$ cat config.mk
export PLATFORM = sky130hd
export DESIGN_NAME = uart_host_burst_flat
export DESIGN_NICKNAME = d
export VERILOG_FILES = /design/src/rtl/uart_host_burst_if.sv /design/src/rtl/uart_host_burst.sv /design/src/flat_wrapper.sv
export SDC_FILE = /design/constraint.sdc
export NUM_CORES = 1
export LEC_CHECK = 0
export CORE_MARGIN = 2
export CORE_UTILIZATION = 49
export DETAILED_ROUTE_END_ITERATION = 6
export PLACE_DENSITY = 0.76
export SLEW_MARGIN = 20
export SYNTH_ARGS = -nofsm -noshare
export SYNTH_HDL_FRONTEND = slang
export SYNTH_SLANG_ARGS = --single-unit
$ cat constraint.sdc
create_clock -name clk -period 2.14 [get_ports clk]
set_input_delay 0.428 -clock clk [delete_from_list [all_inputs] [get_ports clk]]
set_output_delay 0.428 -clock clk [all_outputs]
set_load 0.005 [all_outputs]
$ cat src/rtl/uart_host_burst_if.sv
// Memory-bus side of the UART host bridge: shared address, a write channel and a
// read request/response channel, each with a valid/ready handshake.
interface uart_host_burst_if #(
    parameter int ADDR_BYTE = 2,
    parameter int DATA_BYTE = 2
) ();
    logic [8*ADDR_BYTE-1:0] address;
    logic                   wvalid;
    logic [8*DATA_BYTE-1:0] wdata;
    logic                   wready;
    logic                   rvalid;
    logic                   rready;
    logic                   rrvalid;
    logic [8*DATA_BYTE-1:0] rdata;

    modport master (
        output address, wvalid, wdata, rvalid,
        input  wready, rready, rrvalid, rdata
    );

    modport slave (
        input  address, wvalid, wdata, rvalid,
        output wready, rready, rrvalid, rdata
    );
endinterface

$ cat src/rtl/uart_host_burst.sv
// Byte-stream host bridge: decodes UART command frames into single or burst bus
// reads/writes with address auto-increment, read timeout and a status byte per command.
module uart_host_burst #(
    parameter int ADDR_BYTE = 2,
    parameter int DATA_BYTE = 2,
    parameter int ADDR_INC  = 1,
    parameter int TIMEOUT   = 1024
) (
    input  logic                     clk,
    input  logic                     rst_n,
    input  logic                     rx_valid,
    input  logic [7:0]               rx_data,
    output logic                     tx_valid,
    output logic [7:0]               tx_data,
    input  logic                     tx_ready,
    output logic                     rst_n_out,
    uart_host_burst_if.master        bus,
    output logic                     busy
);
    localparam int AW   = 8 * ADDR_BYTE;
    localparam int DW   = 8 * DATA_BYTE;
    localparam int MAXB = (ADDR_BYTE > DATA_BYTE) ? ADDR_BYTE : DATA_BYTE;
    localparam int BCW  = $clog2(MAXB + 1);
    localparam int TW   = $clog2(TIMEOUT + 1);

    localparam logic [BCW-1:0] ADDR_LAST = BCW'(ADDR_BYTE - 1);
    localparam logic [BCW-1:0] DATA_LAST = BCW'(DATA_BYTE - 1);
    localparam logic [TW-1:0]  TO_LAST   = TW'(TIMEOUT - 1);
    localparam logic [AW-1:0]  AINC      = AW'(ADDR_INC);

    localparam logic [3:0] S_IDLE    = 4'd0;
    localparam logic [3:0] S_LEN     = 4'd1;
    localparam logic [3:0] S_ADDR    = 4'd2;
    localparam logic [3:0] S_DATA    = 4'd3;
    localparam logic [3:0] S_WR_BUS  = 4'd4;
    localparam logic [3:0] S_RD_REQ  = 4'd5;
    localparam logic [3:0] S_RD_WAIT = 4'd6;
    localparam logic [3:0] S_SEND    = 4'd7;
    localparam logic [3:0] S_STATUS  = 4'd8;

    localparam logic [7:0] CMD_READ   = 8'h01;
    localparam logic [7:0] CMD_WRITE  = 8'h02;
    localparam logic [7:0] CMD_BREAD  = 8'h03;
    localparam logic [7:0] CMD_BWRITE = 8'h04;
    localparam logic [7:0] CMD_RST_LO = 8'hFE;
    localparam logic [7:0] CMD_RST_HI = 8'hFF;
    localparam logic [7:0] ST_OK      = 8'hA5;
    localparam logic [7:0] ST_ERR     = 8'hEE;

    logic [3:0]     state;
    logic [AW-1:0]  address;
    logic [DW-1:0]  wdata;
    logic [DW-1:0]  rd_buf;
    logic           wvalid;
    logic           rvalid;
    logic [8:0]     words_left;
    logic [BCW-1:0] byte_cnt;
    logic [TW-1:0]  to_cnt;
    logic           is_write;
    logic           err;

    logic           overrun;
    logic           err_next;
    logic           last_word;
    logic [BCW+2:0] byte_ofs;
    logic [DW-1:0]  rd_shift;

    assign bus.address = address;
    assign bus.wvalid  = wvalid;
    assign bus.wdata   = wdata;
    assign bus.rvalid  = rvalid;
    assign busy        = (state != S_IDLE);

    // Bytes arriving while the bridge is busy on the bus or the transmitter are lost.
    assign overrun   = rx_valid && (state inside {S_WR_BUS, S_RD_REQ, S_RD_WAIT, S_SEND, S_STATUS});
    assign err_next  = err | overrun;
    assign last_word = (words_left == 9'd1);
    assign byte_ofs  = {byte_cnt, 3'b000};
    assign rd_shift  = rd_buf >> 8;

    // NOTE: every register here is updated with <= so all of them see the same pre-edge values.
    always_ff @(posedge clk or negedge rst_n) begin
        if (!rst_n) begin
            state      <= S_IDLE;
            address    <= '0;
            wdata      <= '0;
            rd_buf     <= '0;
            wvalid     <= 1'b0;
            rvalid     <= 1'b0;
            words_left <= '0;
            byte_cnt   <= '0;
            to_cnt     <= '0;
            is_write   <= 1'b0;
            err        <= 1'b0;
            tx_valid   <= 1'b0;
            tx_data    <= '0;
            rst_n_out  <= 1'b0;
        end else begin
            if (overrun) err <= 1'b1;
            case (state)
                S_IDLE: if (rx_valid) begin
                    byte_cnt <= '0;
                    case (rx_data)
                        CMD_READ, CMD_WRITE: begin
                            words_left <= 9'd1;
                            is_write   <= (rx_data == CMD_WRITE);
                            state      <= S_ADDR;
                        end
                        CMD_BREAD, CMD_BWRITE: begin
                            is_write <= (rx_data == CMD_BWRITE);
                            state    <= S_LEN;
                        end
                        CMD_RST_LO: rst_n_out <= 1'b0;
                        CMD_RST_HI: rst_n_out <= 1'b1;
                        default: ;
                    endcase
                end
                S_LEN: if (rx_valid) begin
                    words_left <= {1'b0, rx_data} + 9'd1;
                    state      <= S_ADDR;
                end
                S_ADDR: if (rx_valid) begin
                    address[byte_ofs +: 8] <= rx_data;
                    if (byte_cnt == ADDR_LAST) begin
                        byte_cnt <= '0;
                        if (is_write) begin
                            state <= S_DATA;
                        end else begin
                            state  <= S_RD_REQ;
                            rvalid <= 1'b1;
                        end
                    end else begin
                        byte_cnt <= byte_cnt + BCW'(1);
                    end
                end
                S_DATA: if (rx_valid) begin
                    wdata[byte_ofs +: 8] <= rx_data;
                    if (byte_cnt == DATA_LAST) begin
                        byte_cnt <= '0;
                        wvalid   <= 1'b1;
                        state    <= S_WR_BUS;
                    end else begin
                        byte_cnt <= byte_cnt + BCW'(1);
                    end
                end
                S_WR_BUS: if (wvalid && bus.wready) begin
                    wvalid     <= 1'b0;
                    address    <= address + AINC;
                    words_left <= words_left - 9'd1;
                    if (last_word) begin
                        state    <= S_STATUS;
                        tx_valid <= 1'b1;
                        tx_data  <= err_next ? ST_ERR : ST_OK;
                    end else begin
                        state <= S_DATA;
                    end
                end
                S_RD_REQ: if (rvalid && bus.rready) begin
                    rvalid <= 1'b0;
                    to_cnt <= '0;
                    state  <= S_RD_WAIT;
                end
                S_RD_WAIT: begin
                    if (bus.rrvalid) begin
                        rd_buf   <= bus.rdata;
                        tx_data  <= bus.rdata[7:0];
                        tx_valid <= 1'b1;
                        byte_cnt <= '0;
                        state    <= S_SEND;
                    end else if (to_cnt == TO_LAST) begin
                        // No response: return a zero word and flag the command as failed.
                        rd_buf   <= '0;
                        tx_data  <= '0;
                        tx_valid <= 1'b1;
                        err      <= 1'b1;
                        byte_cnt <= '0;
                        state    <= S_SEND;
                    end else begin
                        to_cnt <= to_cnt + TW'(1);
                    end
                end
                S_SEND: if (tx_ready) begin
                    if (byte_cnt == DATA_LAST) begin
                        byte_cnt   <= '0;
                        address    <= address + AINC;
                        words_left <= words_left - 9'd1;
                        if (last_word) begin
                            state   <= S_STATUS;
                            tx_data <= err_next ? ST_ERR : ST_OK;
                        end else begin
                            state    <= S_RD_REQ;
                            rvalid   <= 1'b1;
                            tx_valid <= 1'b0;
                        end
                    end else begin
                        byte_cnt <= byte_cnt + BCW'(1);
                        rd_buf   <= rd_shift;
                        tx_data  <= rd_shift[7:0];
                    end
                end
                S_STATUS: if (tx_ready) begin
                    tx_valid <= 1'b0;
                    err      <= 1'b0;
                    state    <= S_IDLE;
                end
                default: state <= S_IDLE;
            endcase
        end
    end
endmodule

$ cat src/flat_wrapper.sv
// flat-port wrapper written by rule: the top's interface ports become plain ports
module uart_host_burst_flat 
#(
    parameter int ADDR_BYTE = 2,
    parameter int DATA_BYTE = 2,
    parameter int ADDR_INC  = 1,
    parameter int TIMEOUT   = 1024
)
  (clk, rst_n, rx_valid, rx_data, tx_valid, tx_data, tx_ready, rst_n_out, busy, bus_address, bus_wvalid, bus_wdata, bus_rvalid, bus_wready, bus_rready, bus_rrvalid, bus_rdata);
  uart_host_burst_if #(.ADDR_BYTE(ADDR_BYTE), .DATA_BYTE(DATA_BYTE)) bus_i ();
  input  logic clk;
  input  logic rst_n;
  input  logic rx_valid;
  input  logic [7:0] rx_data;
  output logic tx_valid;
  output logic [7:0] tx_data;
  input  logic tx_ready;
  output logic rst_n_out;
  output logic busy;
  output wire logic [$bits(bus_i.address)-1:0] bus_address;
  output wire logic [$bits(bus_i.wvalid)-1:0] bus_wvalid;
  output wire logic [$bits(bus_i.wdata)-1:0] bus_wdata;
  output wire logic [$bits(bus_i.rvalid)-1:0] bus_rvalid;
  input wire logic [$bits(bus_i.wready)-1:0] bus_wready;
  input wire logic [$bits(bus_i.rready)-1:0] bus_rready;
  input wire logic [$bits(bus_i.rrvalid)-1:0] bus_rrvalid;
  input wire logic [$bits(bus_i.rdata)-1:0] bus_rdata;
  assign bus_address = bus_i.address;
  assign bus_wvalid = bus_i.wvalid;
  assign bus_wdata = bus_i.wdata;
  assign bus_rvalid = bus_i.rvalid;
  assign bus_i.wready = bus_wready;
  assign bus_i.rready = bus_rready;
  assign bus_i.rrvalid = bus_rrvalid;
  assign bus_i.rdata = bus_rdata;
  uart_host_burst #(.ADDR_BYTE(ADDR_BYTE), .DATA_BYTE(DATA_BYTE), .ADDR_INC(ADDR_INC), .TIMEOUT(TIMEOUT)) u_core (.clk(clk), .rst_n(rst_n), .rx_valid(rx_valid), .rx_data(rx_data), .tx_valid(tx_valid), .tx_data(tx_data), .tx_ready(tx_ready), .rst_n_out(rst_n_out), .bus(bus_i), .busy(busy));
endmodule
* Yosys cells after proc, flatten, opt, wreduce, memory -nomap -nowiden
Index checks and enable logic that the tools add are counted.
Word-level totals: output and inout port bits 45, word-level logic and storage cells 178, bits in registers 88, bits of input ports 31
Operators by class: eq/ne operators 38, multiplexer cells 84, reductions and logical operators 33, add/sub/neg operators 6, shifts and indexed selects 2, bitwise operators 1
Operators by type and width (count):
- 2-to-1 mux 16 bit | 8
- 2-to-1 mux 4 bit | 15
- 2-to-1 mux 9 bit | 6
- 2-to-1 mux 8 bit | 6
- one-hot mux 16 bit (3 select lines) | 1
- one-hot mux 4 bit (9 select lines) | 1
- one-hot mux 9 bit (4 select lines) | 1
- 2-to-1 mux 11 bit | 3
- bitwise mux 16 bit | 2
- one-hot mux 16 bit (2 select lines) | 1
- inequality test 2 bit, second input constant | 15
- one-hot mux 8 bit (3 select lines) | 1
- 2-to-1 mux 1 bit | 22
- one-hot mux 11 bit (2 select lines) | 1
- adder 16 x 1 -> 16 bit, second input constant | 1
- equality test 4 x 3 -> 1 bit, second input constant | 4
- equality test 8 x 2 -> 1 bit, second input constant | 2
- equality test 8 bit, second input constant | 2
- AND reduction 4 bit | 4
- AND reduction 8 bit | 2
- nonzero test 4 bit | 4
- variable shift 8 x 7 -> 16 bit, first input constant | 1
- indexed part select 8 x 7 -> 16 bit | 1
- AND reduction 13 bit | 1
- 34 further kinds | 59

* Longest topological paths before layout
Gate-level depths: netlist (run 1).
depth in word-level cells 9, depth in mapped cells 8, mapped depth without buffers 7

* Least setup slack after synthesis (run 1)
Ideal clock, no wire load.
path type reg-to-reg, start reg u_core.byte_cnt[0], end reg u_core.address[3] (netlist: u_core.bus.address[3]), arrival time 2167 ps, required time 2075 ps, period minus slack after synthesis 2232 ps, path buffers 1, stages on the path, launching flop included 9, setup time 65 ps, path slack -92 ps, cell sequence dfrtp_1 clkbuf_1 inv_1 ha_1 nor3b_2 o311a_1 a32oi_1 o21bai_1 o221a_2
Between the ends: cells in the longest elaborated chain, start to end 5, elaborated cells on any way between the ends 9, those cells by class 1 x add/sub; 2 x eq/ne; 2 x shift; 3 x mux; 1 x reduce/logical
RTL lines:
- start: declaration | RTL line uart_host_burst.sv:57 | logic [BCW-1:0] byte_cnt;
- start signal: assignment | RTL line uart_host_burst.sv:133 | byte_cnt <= byte_cnt + BCW'(1);
- start signal: assignment | RTL line uart_host_burst.sv:143 | byte_cnt <= byte_cnt + BCW'(1);
- start signal: assignment | RTL line uart_host_burst.sv:196 | byte_cnt <= byte_cnt + BCW'(1);
- negator 5 -> 7 bit | RTL line uart_host_burst.sv:123 | address[byte_ofs +: 8] <= rx_data;
- indexed part select 8 x 7 -> 16 bit or variable shift 8 x 7 -> 16 bit (tied branches) | RTL line uart_host_burst.sv:123
- bitwise mux 16 bit | RTL line uart_host_burst.sv:123
- 2-to-1 mux 16 bit | RTL line uart_host_burst.sv:122 | S_ADDR: if (rx_valid) begin
- one-hot mux 16 bit (3 select lines) | RTL line uart_host_burst.sv:100 | case (state)
- end signal: indexed assignment | RTL line uart_host_burst.sv:123
- end signal: assignment | RTL line uart_host_burst.sv:148 | address <= address + AINC;
- end signal: assignment | RTL line uart_host_burst.sv:185 | address <= address + AINC;
- end: declaration | RTL line uart_host_burst.sv:51 | logic [AW-1:0] address;
Parallel ways exist; a longest one is shown, timed or not. The select of a mux whose other input is x is not followed. A chain may end at the register's enable or synchronous reset.

* Worst setup path after layout (run 1)
start in rx_data[4], end reg u_core.words_left[2]
Between the ends: cells in the longest elaborated chain, start to end 4, elaborated cells on any way between the ends 5, those cells by class 3 x eq/ne; 2 x reduce/logical
RTL lines:
- start: declaration | RTL line flat_wrapper.sv:14 | input logic [7:0] rx_data;
- equality test 8 x 1 -> 1 bit or equality test 8 x 2 -> 1 bit (tied branches) | RTL line uart_host_burst.sv:103 | case (rx_data)
- OR reduction 2 bit * | RTL line uart_host_burst.sv:103
- inequality test 2 bit (no line) *
- AND reduction 7 bit (no line) *
- end signal: assignment | RTL line uart_host_burst.sv:119 | words_left <= {1'b0, rx_data} + 9'd1;
- end signal: assignment | RTL line uart_host_burst.sv:149 | words_left <= words_left - 9'd1;
- end signal: assignment | RTL line uart_host_burst.sv:186 | words_left <= words_left - 9'd1;
- end: declaration | RTL line uart_host_burst.sv:56 | logic [8:0] words_left;
Mark *: on every way between the ends. The rest lies on a longest branch, timed or not.

==> run metrics, run 1 <==
DR pass1 iterations=5; H-tree levels=3; Final min period=around 2.1 ns; TNS Setup=0 ns; max capacitance violation total=0; Synth top area share=0.403; Die ar.=11000 um^2; largest net degree at the start of global routing=42; status=completed; die span in x=around 100 um; clock-pin slew on the worst setup and hold paths=0.09 ns; Pins Over Slew Limit=0; xor and xnor area share after synthesis=0.0247; Starting Density=0.506; vias per inst=6.01; synth top area cells=dfrtp_1, o21ai_0, nand2_1; register area share after synthesis=0.403; GR peak layer=met2; Detailed Route Iter0 Violations=between 300 and 400; largest family of logic cells by synthesized area=compound AO/OA/AOI/OAI gates; post-synthesis cell count=roughly 560; Synth Area in Compound Gates=0.248; first-pass GRT wire length=roughly 24 mm; Area Overhead vs Synth=32.9%; EDFF count, synth=0; Layout Skew=around 0.013 ns; Bufs and invs on worst path=2; ys async rst share=1.00; antenna violations before repair=0; Ports=76; Worst-Margin Slew=0.602 ns; #FFs+latches synth=80; CP Capture Type=flip-flop; count leader, synth=dfrtp_1; PD cells=approximately 1300 nW/um^2; clk sinks=80; dpl hpwl=between 10 and 15 mm; CP startpoint kind=primary input; ant diodes=0; Fmax achieved=477 MHz; CP peak stage delay=~0.6 ns; Clock Latency Late Sink=between 0.3 and 0.4 ns; Via Count=between 4000 and 5000; Slew HR=0.598; Placer Congestion=about 0.90; Primary FF master, synth=dfrtp_1; Root Buffer Master=clkbuf_8; met1 usage in global routing=0.338; syn_nets=598; WL/cell=roughly 18 um; met3 usage=0.0518; Worst EP required=about 2.4 ns; Hold-fix buffers, CTS=0; GR Overflow Total=0; grt met2 use=0.454; largest fanout on the critical path=4; worst hold path class=primary input to asynchronous set/reset pin; Hold Vio Cnt, Final=0; crit path DAT=roughly 2.4 ns; Crit-path slowest cell=or4_4; gr usage total=0.269; Synth Area in Adders=0.0302; DRC errors left=0; Syn. warnings=0; Hold WS=around 0.019 ns; clock buffer depth=2; maximum vdd drop=roughly 0.66 mV; post-synthesis cell type count=76; drt total wl=14.5 mm; CTS tree=built; leakage=between 2 and 3 nW; layout cells sized above 1=0.199; Die Ht=105 um; synthesized cell area=4970 um^2; area occupied by multi-input gates=2820 um^2; post-synthesis average cell area=~9 um^2; period utilisation layout=0.980; multiplexer area fraction after synthesis=0.0154; final net count=roughly 730; # fillers=845; vias in the first global route=a little under 5000; ANT nets after route=0; site row count=36; dominant cell type by area after synthesis=dfrtp_1; CTS buffer count=9; I/O Buffers=between 70 and 80; CP cell instances=clkdlybuf4s50_1 > or4_4 > o41ai_4 > buf_6 > nand3_4 > o21ai_2 > o21ai_1; Setup violations, final=0; register area=around 2000 um^2; worst setup path class=primary input to flip-flop; area of the core=about 10000 um^2; simple-gate share of the synthesized area=0.231; delay-heaviest family, CP=simple AND/OR/NAND/NOR gates; most frequent cells after synthesis=dfrtp_1, nand2_1, o21ai_0, nor2_1, a21oi_1
state kept, by name, summed over array words and instances, names as in the netlist:
register / cells
u_core.is_write: 1
u_core.bus.rvalid: 1
u_core.tx_data: 8
u_core.rst_n_out: 1
u_core.tx_valid: 1
u_core.byte_cnt: 2
u_core.bus.wdata: 16
u_core.rd_buf: 8
u_core.err: 1
u_core.to_cnt: 11
u_core.bus.address: 16
u_core.state: 4
u_core.words_left: 9
u_core.bus.wvalid: 1
cell families after synthesis:
family	Yosys count
AND/OR/NAND/NOR	211
AO/OA/AOI/OAI	179
flip-flops	80
buffers and inverters	52
XOR/XNOR	14
adder cells (fa/ha/maj)	12
multiplexers	7
power by group:
group          leakage (nW)  switching (mW)  total [mW]  internal, mW
Combinational          1.64            2.66        5.02          2.36
Sequential             1.05           0.457        2.43          1.97
Clock                0.0912           0.641        1.08         0.442
area by class of cell:
class	count	area share
Multi-Input combinational cell	425	0.426
Timing Repair Buffer	152	0.205
Inverter	21	0.0119
Tap cell	133	0.0252
Sequential cell	80	0.304
Clock inverter	7	0.00909
Clock buffer	9	0.0187
layout by cell type (no fill, tap or decap), types with 5 or more instances in the layout:
cell type        synthesis  final
clkdlybuf4s50_1          0     72
nor2_1                  40     40
and3_1                   9      9
nand4_1                  6      6
a21o_1                   6      6
a31oi_1                  9      9
a211oi_1                 6      6
o21ai_0                 51     45
nor4_1                   6      5
a22oi_1                 10     10
o211ai_1                 5      5
nor2b_1                  6      6
nand2_1                 67     67
xnor2_1                 11     11
clkbuf_8                 0      9
a32oi_1                  9      9
ha_1                    12     12
a22o_1                   5      5
mux2_2                   5      5
buf_4                    2     75
o21ai_1                 10     13
nor3_1                  12     11
inv_1                   21     20
a21oi_1                 27     27
dfrtp_1                 80     76
nand3_1                 24     24
and2_1                   8      8
through the flow:
step	power, mW	std cells	instance area (um^2)	util	setup WS, ns
floorplan	5.13	555	4990	-	0.102
finish	8.53	827	6610	0.673	0.0428
global placement	6.97	804	6310	0.643	-0.353
global route	9.12	827	6610	0.673	-0.0224
CTS	8.33	826	6550	0.667	0.0115
detailed placement	7.12	804	6310	0.643	-0.423
path summary, 6_finish.rpt:
check | startpoint | to | slack, ns | cells past startpoint
min in group clk | u_core.rd_buf[13] | u_core.rd_buf[13] | 0.49 | 2
worst max register to register | u_core.words_left[5] | u_core.tx_data[3] | 0.05 | 5
worst min-delay path | rst_n | u_core.bus.wdata[1] | 0.02 | 1
max in group asynchronous | rst_n | u_core.state[2] | 1.49 | 2
worst max-delay path | rx_data[4] | u_core.words_left[2] | 0.04 | 7
worst min register to register | u_core.rd_buf[13] | u_core.rd_buf[13] | 0.49 | 2
per-layer routing:
metal,vias up,part of all wire
met5,-,0
met4,0,0.028
met3,39,0.065
met2,196,0.49
met1,2404,0.42
li1,2328,-
timing repair:
| item | 4_1_cts | 5_1_grt |
|---|---|---|
| pin swaps | 3 | 3 |
| buffers inserted | 4 | 1 |
| setup endpoints to repair | 4 | 19 |
| cloned | 2 | 0 |
| gates resized for setup | 6 | 14 |
| hold endpoints to repair | 0 | 0 |
Note: power is estimated with default switching activity, not from simulation.
==> run 2, diff against run 1 <==
SLEW_MARGIN = not set   (was 20)
==> results of run 2 <==
Same layout as run 1: the final DEF is identical, and so are final timing and power.
==> run 3, diff against run 2 <==
CTS_CLUSTER_SIZE = 40   (was not set)
==> results of run 3 <==
Same layout as run 1: the final DEF is identical, and so are final timing and power.
